==> config.mk <==
export PLATFORM = sky130hd
export DESIGN_NAME = instr_fetch
export DESIGN_NICKNAME = d
export VERILOG_FILES = /design/src/rtl/riscv_pkg.sv /design/src/rtl/opcode_check.sv /design/src/rtl/instr_fetch.sv
export SDC_FILE = /design/constraint.sdc
export NUM_CORES = 1
export LEC_CHECK = 0
export BUFFER_PORTS_ARGS = -buffer_cell sky130_fd_sc_hd__buf_2
export CORE_AREA = 2 2 107 130
export CTS_BUF_LIST = sky130_fd_sc_hd__clkbuf_4 sky130_fd_sc_hd__clkbuf_8
export DETAILED_ROUTE_END_ITERATION = 8
export DIE_AREA = 0 0 109 132
export PLACE_DENSITY_LB_ADDON = 0.1
export SYNTH_ARGS = -nofsm -noshare
export SYNTH_HDL_FRONTEND = slang
export SYNTH_HIERARCHICAL = 1
export SYNTH_SLANG_ARGS = --single-unit
==> constraint.sdc <==
create_clock -name clk -period 2.2 [get_ports clk]
set_input_delay 0.11 -clock clk [delete_from_list [all_inputs] [get_ports clk]]
set_output_delay 0.11 -clock clk [all_outputs]
set_load 0.02 [all_outputs]
==> src/rtl/riscv_pkg.sv <==
// Shared RISC-V fetch definitions: opcode constants, NOP encoding, XLEN and fetch-state enum.
package riscv_pkg;

  localparam int XLEN = 32;

  localparam logic [6:0] OP_RT  = 7'b0110011;
  localparam logic [6:0] OP_LW  = 7'b0000011;
  localparam logic [6:0] OP_SW  = 7'b0100011;
  localparam logic [6:0] OP_BEQ = 7'b1100011;

  localparam logic [XLEN-1:0] NOP = 32'h0000_0013;

  typedef enum logic [1:0] {
    FETCH = 2'd0,
    ISSUE = 2'd1,
    DRAIN = 2'd2
  } fetch_state_e;

  function automatic logic [XLEN-1:0] word_align(input logic [XLEN-1:0] a);
    return {a[XLEN-1:2], 2'b00};
  endfunction

endpackage

==> src/rtl/opcode_check.sv <==
// Combinational compare of a 7-bit opcode against the supported instruction set.
module opcode_check
  import riscv_pkg::*;
(
  input  logic [6:0] i_opcode,
  output logic       o_legal
);

  assign o_legal = (i_opcode == OP_RT) || (i_opcode == OP_LW) ||
                   (i_opcode == OP_SW) || (i_opcode == OP_BEQ);

endmodule

==> src/rtl/instr_fetch.sv <==
// Instruction fetch unit: FETCH/ISSUE/DRAIN handshake between instruction memory and decode.
// Optional illegal-opcode filtering is enabled with macro IFETCH_ILLEGAL_CHECK_EN.
module instr_fetch
  import riscv_pkg::*;
#(
  parameter logic [XLEN-1:0] RESET_PC = 32'h0000_0000
) (
  input  logic            clk,
  input  logic            rst_n,
  output logic            imem_req,
  output logic [XLEN-1:0] imem_addr,
  input  logic            imem_ack,
  input  logic [XLEN-1:0] imem_rdata,
  output logic            instr_valid,
  input  logic            instr_ready,
  output logic [XLEN-1:0] instr,
  output logic [6:0]      opcode,
  output logic [XLEN-1:0] pc,
  input  logic            branch_taken,
  input  logic [XLEN-1:0] branch_target,
  input  logic            flush,
  input  logic [XLEN-1:0] flush_pc,
  output logic            illegal
);

  fetch_state_e    r_state;
  logic [XLEN-1:0] r_pc;
  logic [XLEN-1:0] r_addr;
  logic [XLEN-1:0] r_instr;
  logic            r_req;
  logic            r_valid;
  logic            r_illegal;

  logic            w_ack;
  logic            w_hs;
  logic            w_illegal;
  logic [XLEN-1:0] w_flush_pc;
  logic [XLEN-1:0] w_pc_next;
  logic [XLEN-1:0] w_issue_pc;

  // An ack only counts while our own request is outstanding.
  assign w_ack      = r_req & imem_ack;
  assign w_hs       = r_valid & instr_ready;
  assign w_flush_pc = word_align(flush_pc);
  assign w_pc_next  = branch_taken ? word_align(branch_target) : (r_pc + 32'd4);
  assign w_issue_pc = flush ? w_flush_pc : w_pc_next;

`ifdef IFETCH_ILLEGAL_CHECK_EN
  logic w_legal;

  opcode_check u_opcode_check (
    .i_opcode (imem_rdata[6:0]),
    .o_legal  (w_legal)
  );

  assign w_illegal = ~w_legal;
  assign instr     = r_illegal ? NOP : r_instr;
`else
  assign w_illegal = 1'b0;
  assign instr     = r_instr;
`endif

  assign imem_req    = r_req;
  assign imem_addr   = r_addr;
  assign instr_valid = r_valid;
  assign opcode      = r_instr[6:0];
  assign pc          = r_pc;
  assign illegal     = r_illegal;

  always_ff @(posedge clk or negedge rst_n) begin
    if (!rst_n) begin
      r_state   <= FETCH;
      r_pc      <= word_align(RESET_PC);
      r_addr    <= word_align(RESET_PC);
      r_instr   <= NOP;
      r_req     <= 1'b0;
      r_valid   <= 1'b0;
      r_illegal <= 1'b0;
    end else begin
      case (r_state)
        FETCH: begin
          r_req <= 1'b1;
          if (flush) begin
            r_pc <= w_flush_pc;
            // An unanswered request must be drained at its original address.
            if (r_req && !imem_ack) r_state <= DRAIN;
            else                    r_addr  <= w_flush_pc;
          end else if (w_ack) begin
            r_state   <= ISSUE;
            r_req     <= 1'b0;
            r_valid   <= 1'b1;
            r_instr   <= imem_rdata;
            r_illegal <= w_illegal;
          end
        end
        ISSUE: begin
          if (flush || w_hs) begin
            r_state   <= FETCH;
            r_req     <= 1'b1;
            r_valid   <= 1'b0;
            r_illegal <= 1'b0;
            r_pc      <= w_issue_pc;
            r_addr    <= w_issue_pc;
          end
        end
        DRAIN: begin
          if (flush) r_pc <= w_flush_pc;
          if (w_ack) begin
            r_state <= FETCH;
            r_addr  <= flush ? w_flush_pc : r_pc;
          end
        end
        default: r_state <= FETCH;
      endcase
    end
  end

endmodule
==> run_results.csv <==
group,metric,value,unit
run_status,status,"finished with violations",
run_status,violations,"negative setup slack",
routing,wl,23700,um
power,p_leak,3.91,nW
setup_path,cp.arrival,2.53,ns
yosys,synth_top_family_by_area,"compound AO/OA/AOI/OAI gates",
clocking,cts_num_sinks,100,
global_route,grt_pass1_vias,6676,
yosys,ys_async_sr_fraction,100,%
yosys,synth_compound_area_share,27.1,%
routing,ant_nets,0,
setup_path,path_common_cell,"or4_4",
global_route,grt_max_degree,44,
yosys,ys_types,61,
clocking,cts_buffers,9,
yosys,synthAdderAreaFrac,0.827,%
yosys,yosys.area.top_type_share,40.1,%
yosys,synth_xor_area_share,3.33,%
setup_path,rrSetupSlack,-0.04,ns
timing,drv_slew,0,
yosys,avgSynthCellArea,9.09,um2
yosys,synthMuxAreaShare,7.98,%
yosys,synthCells,666,
setup_path,endpoint_kind,"register",
clocking,clk_pin_slew,0.11,ns
setup_path,cp_max_fo,3,
clocking,cts_tree,"built",
power,seq_power_share,26.5,%
global_route,grtUsageTotal,32.1,%
power,internal-power,6.71,mW
clocking,cts-htree-levels,3,
floorplan,io_pins,208,
floorplan,fp.dieArea,14400,um2
power,max-vdd-ir-drop,739,uV
finish,fin_cells,1133,
finish,seq_area,2520,um2
floorplan,rows,46,
finish,nFillCells,1112,
global_route,grt_overflow_total,0,
power,power.density,1520,nW/um2
global_route,grt_pass1_wl,35500,um
timing,final.period_utilization,102,%
timing,period_needed,2.24,ns
floorplan,core-area,13100,um2
setup_path,path_class,"register to register",
place,dpl.hpwl,16900,um
yosys,synth_seq_cells,100,
setup_path,slowest_delay,0.58,ns
setup_path,critPathTopFamily,"simple AND/OR/NAND/NOR gates",
place,place_congestion,0.904,
clocking,root_buffer,"clkbuf_8",
clocking,cts.path.max_buffers,2,
yosys,ys_seq_area_share,41.4,%
timing,finalSetupViolCount,4,
finish,multi_input_comb_area,3450,um2
power,combPwrFrac,64.6,%
routing,drc,0,
yosys,syn-cell-area,6050,um2
setup_path,path_buf_inv,0,
setup_path,cp-start-kind,"register",
worst_hold_path,hold_class,"input port to register",
timing,setup_slack,-0.0405,ns
timing,skew,0.0118,ns
finish,diodes,0,
timing,tightest_slew,0.609,ns
yosys,netlist_top_cells_area,"dfrtp_1, mux2_2, o21ai_0",
setup_path,required,2.49,ns
timing,finalHoldViolCount,0,
routing,firstDrtPassIters,5,
timing,fmax,446,MHz
timing,rsz0062_at_grt,"true",
floorplan,die_h,132,um
timing,slew_headroom,59.4,%
clocking,clk_latency,0.38,ns
yosys,synthFlopType,"dfrtp_1",
global_route,antenna_found_initial,0,
floorplan,start_util,46.3,%
finish,syn_to_final_growth,42.8,%
routing,drt_iter0_drc,639,
timing,whs,0.00248,ns
power,totalPowerFinal,13.1,mW
place,portBuffers,202,
routing,via_per_inst,6.08,
setup_path,crit_chain,"ha_4 > nand3_2 > or4_4 > or4_4 > a31oi_2 > nor2_1 > o31ai_2",
run,drv_cap,0,
power,p_switching,6.44,mW
routing,vias,6887,
finish,utilization,66.2,%
yosys,ys.warnings.count,6,
place,placed_area,7870,um2
finish,stdcell_area,8640,um2
place,dp.cells,1076,
yosys,synth_most_common_cell,"dfrtp_1",
routing,wl_per_cell,20.9,um
finish,fin_nets,1066,
finish,drive_above_1_share,43.3,%
floorplan,fp.dieW,109,um
yosys,synth_common_cells,"dfrtp_1, o21ai_0, nand2_1",
yosys,synth_top_area_cell,"dfrtp_1",
setup_path,slowest_stage,"or4_4",
power,power_switching_share,49.0,%
yosys,synth-edff-count,0,
yosys,yosys.area_share.simple,14.2,%
yosys,synth_fp_nets,772,
power,clock_power_share,8.9,%
## power by group through the flow
stage               clock network (mW)  registers [mW]  logic (mW)
floorplan                            0            4.56        3.58
global placement                     0            3.45        7.86
detailed placement                   0            3.50        7.97
CTS                               1.17            3.47        8.09
global route                      1.24            3.60        9.04
finish                            1.17            3.49        8.49
## path summary, 6_finish.rpt
kind,startpoint,to,cells after the start
setup / recovery,pc[2]$_DFFE_PN0P_,imem_addr[22]$_DFFE_PN0P_,7
max in group asynchronous,rst_n,pc[20]$_DFFE_PN0P_,3
hold reg to reg,imem_addr[5]$_DFFE_PN0P_,imem_addr[5]$_DFFE_PN0P_,2
setup reg to reg,pc[2]$_DFFE_PN0P_,imem_addr[22]$_DFFE_PN0P_,7
min in group asynchronous,rst_n,instr[6]$_DFFE_PN0P_,2
hold / removal,flush_pc[14],pc[14]$_DFFE_PN0P_,3
## cell usage in the layout, fill, tap and decap left out, types with 6 or more instances in the layout
master	count
dlygate4sd3_1	33
clkbuf_8	9
mux2i_1	10
dfrtp_2	10
a222oi_1	6
nor3_1	8
buf_2	201
o22ai_1	20
dfrtp_1	87
a221oi_1	8
xor2_1	10
o21ai_0	56
a21oi_1	26
nand4_1	10
nand3_1	12
buf_4	96
mux2_2	34
o211ai_1	6
inv_1	12
a22o_1	20
nor2_1	48
xnor2_1	12
a22oi_1	21
nand2_1	54
o31ai_1	8
a221o_1	8
buf_12	6
## cells by family (layout without fill, tap and decap cells)
group | count (synthesis) | count (layout)
DFF | 100 | 100
and+or+nand+nor | 185 | 185
adders and majority gates | 4 | 4
buffers and inverters | 72 | 371
AOI/OAI and AO/OA | 237 | 237
muxes | 44 | 44
xor gates and xnor gates | 23 | 23
other | 1 | 1
## tightest hold or removal path: stages
cell	delay (ns)
buf_2	0.11
a22oi_1	0.07
o21ai_0	0.07
## through the flow
step | setup TNS, ns | setup WS (ns)
global placement | 0 | 0.00419
finish | -0.114 | -0.0405
global route | -0.242 | -0.102
detailed placement | -0.568 | -0.0945
CTS | 0 | 0.00127
floorplan | -0.133 | -0.0751
## routing by layer
layer  vias to the layer above  wire length, um  global-route usage, %
met5                         -                0                      0
met4                         0             1140                   15.2
met3                        89             2040                   4.60
met2                       420            11300                   53.0
met1                      3289             9180                   40.8
li1                       3089                -                      -
## cell type report
type                    instances  share of cell area (%)
flip-flops and latches        100                    29.1
clock buffers                   9                    1.43
inverters                      15                   0.651
well taps                     168                    2.43
repair buffers                340                    25.7
clock inverters                 7                   0.695
multi-input cells             494                    39.9
## what timing repair did
item | in CTS | in global routing
pin swaps | 2 | 17
endpoints found under the hold margin | 70 | 0
buffers inserted | 1 | 7
endpoints found under the setup margin | 18 | 44
resized for setup | 7 | 42
hold buffers | 33 | 0
## sequential cells by signal, indices dropped and copies added (netlist names)
register / flops
imem_addr: 32
imem_req: 1
instr: 32
instr_valid: 1
pc: 32
r_state: 2
Power figures use the tool's default switching activity.
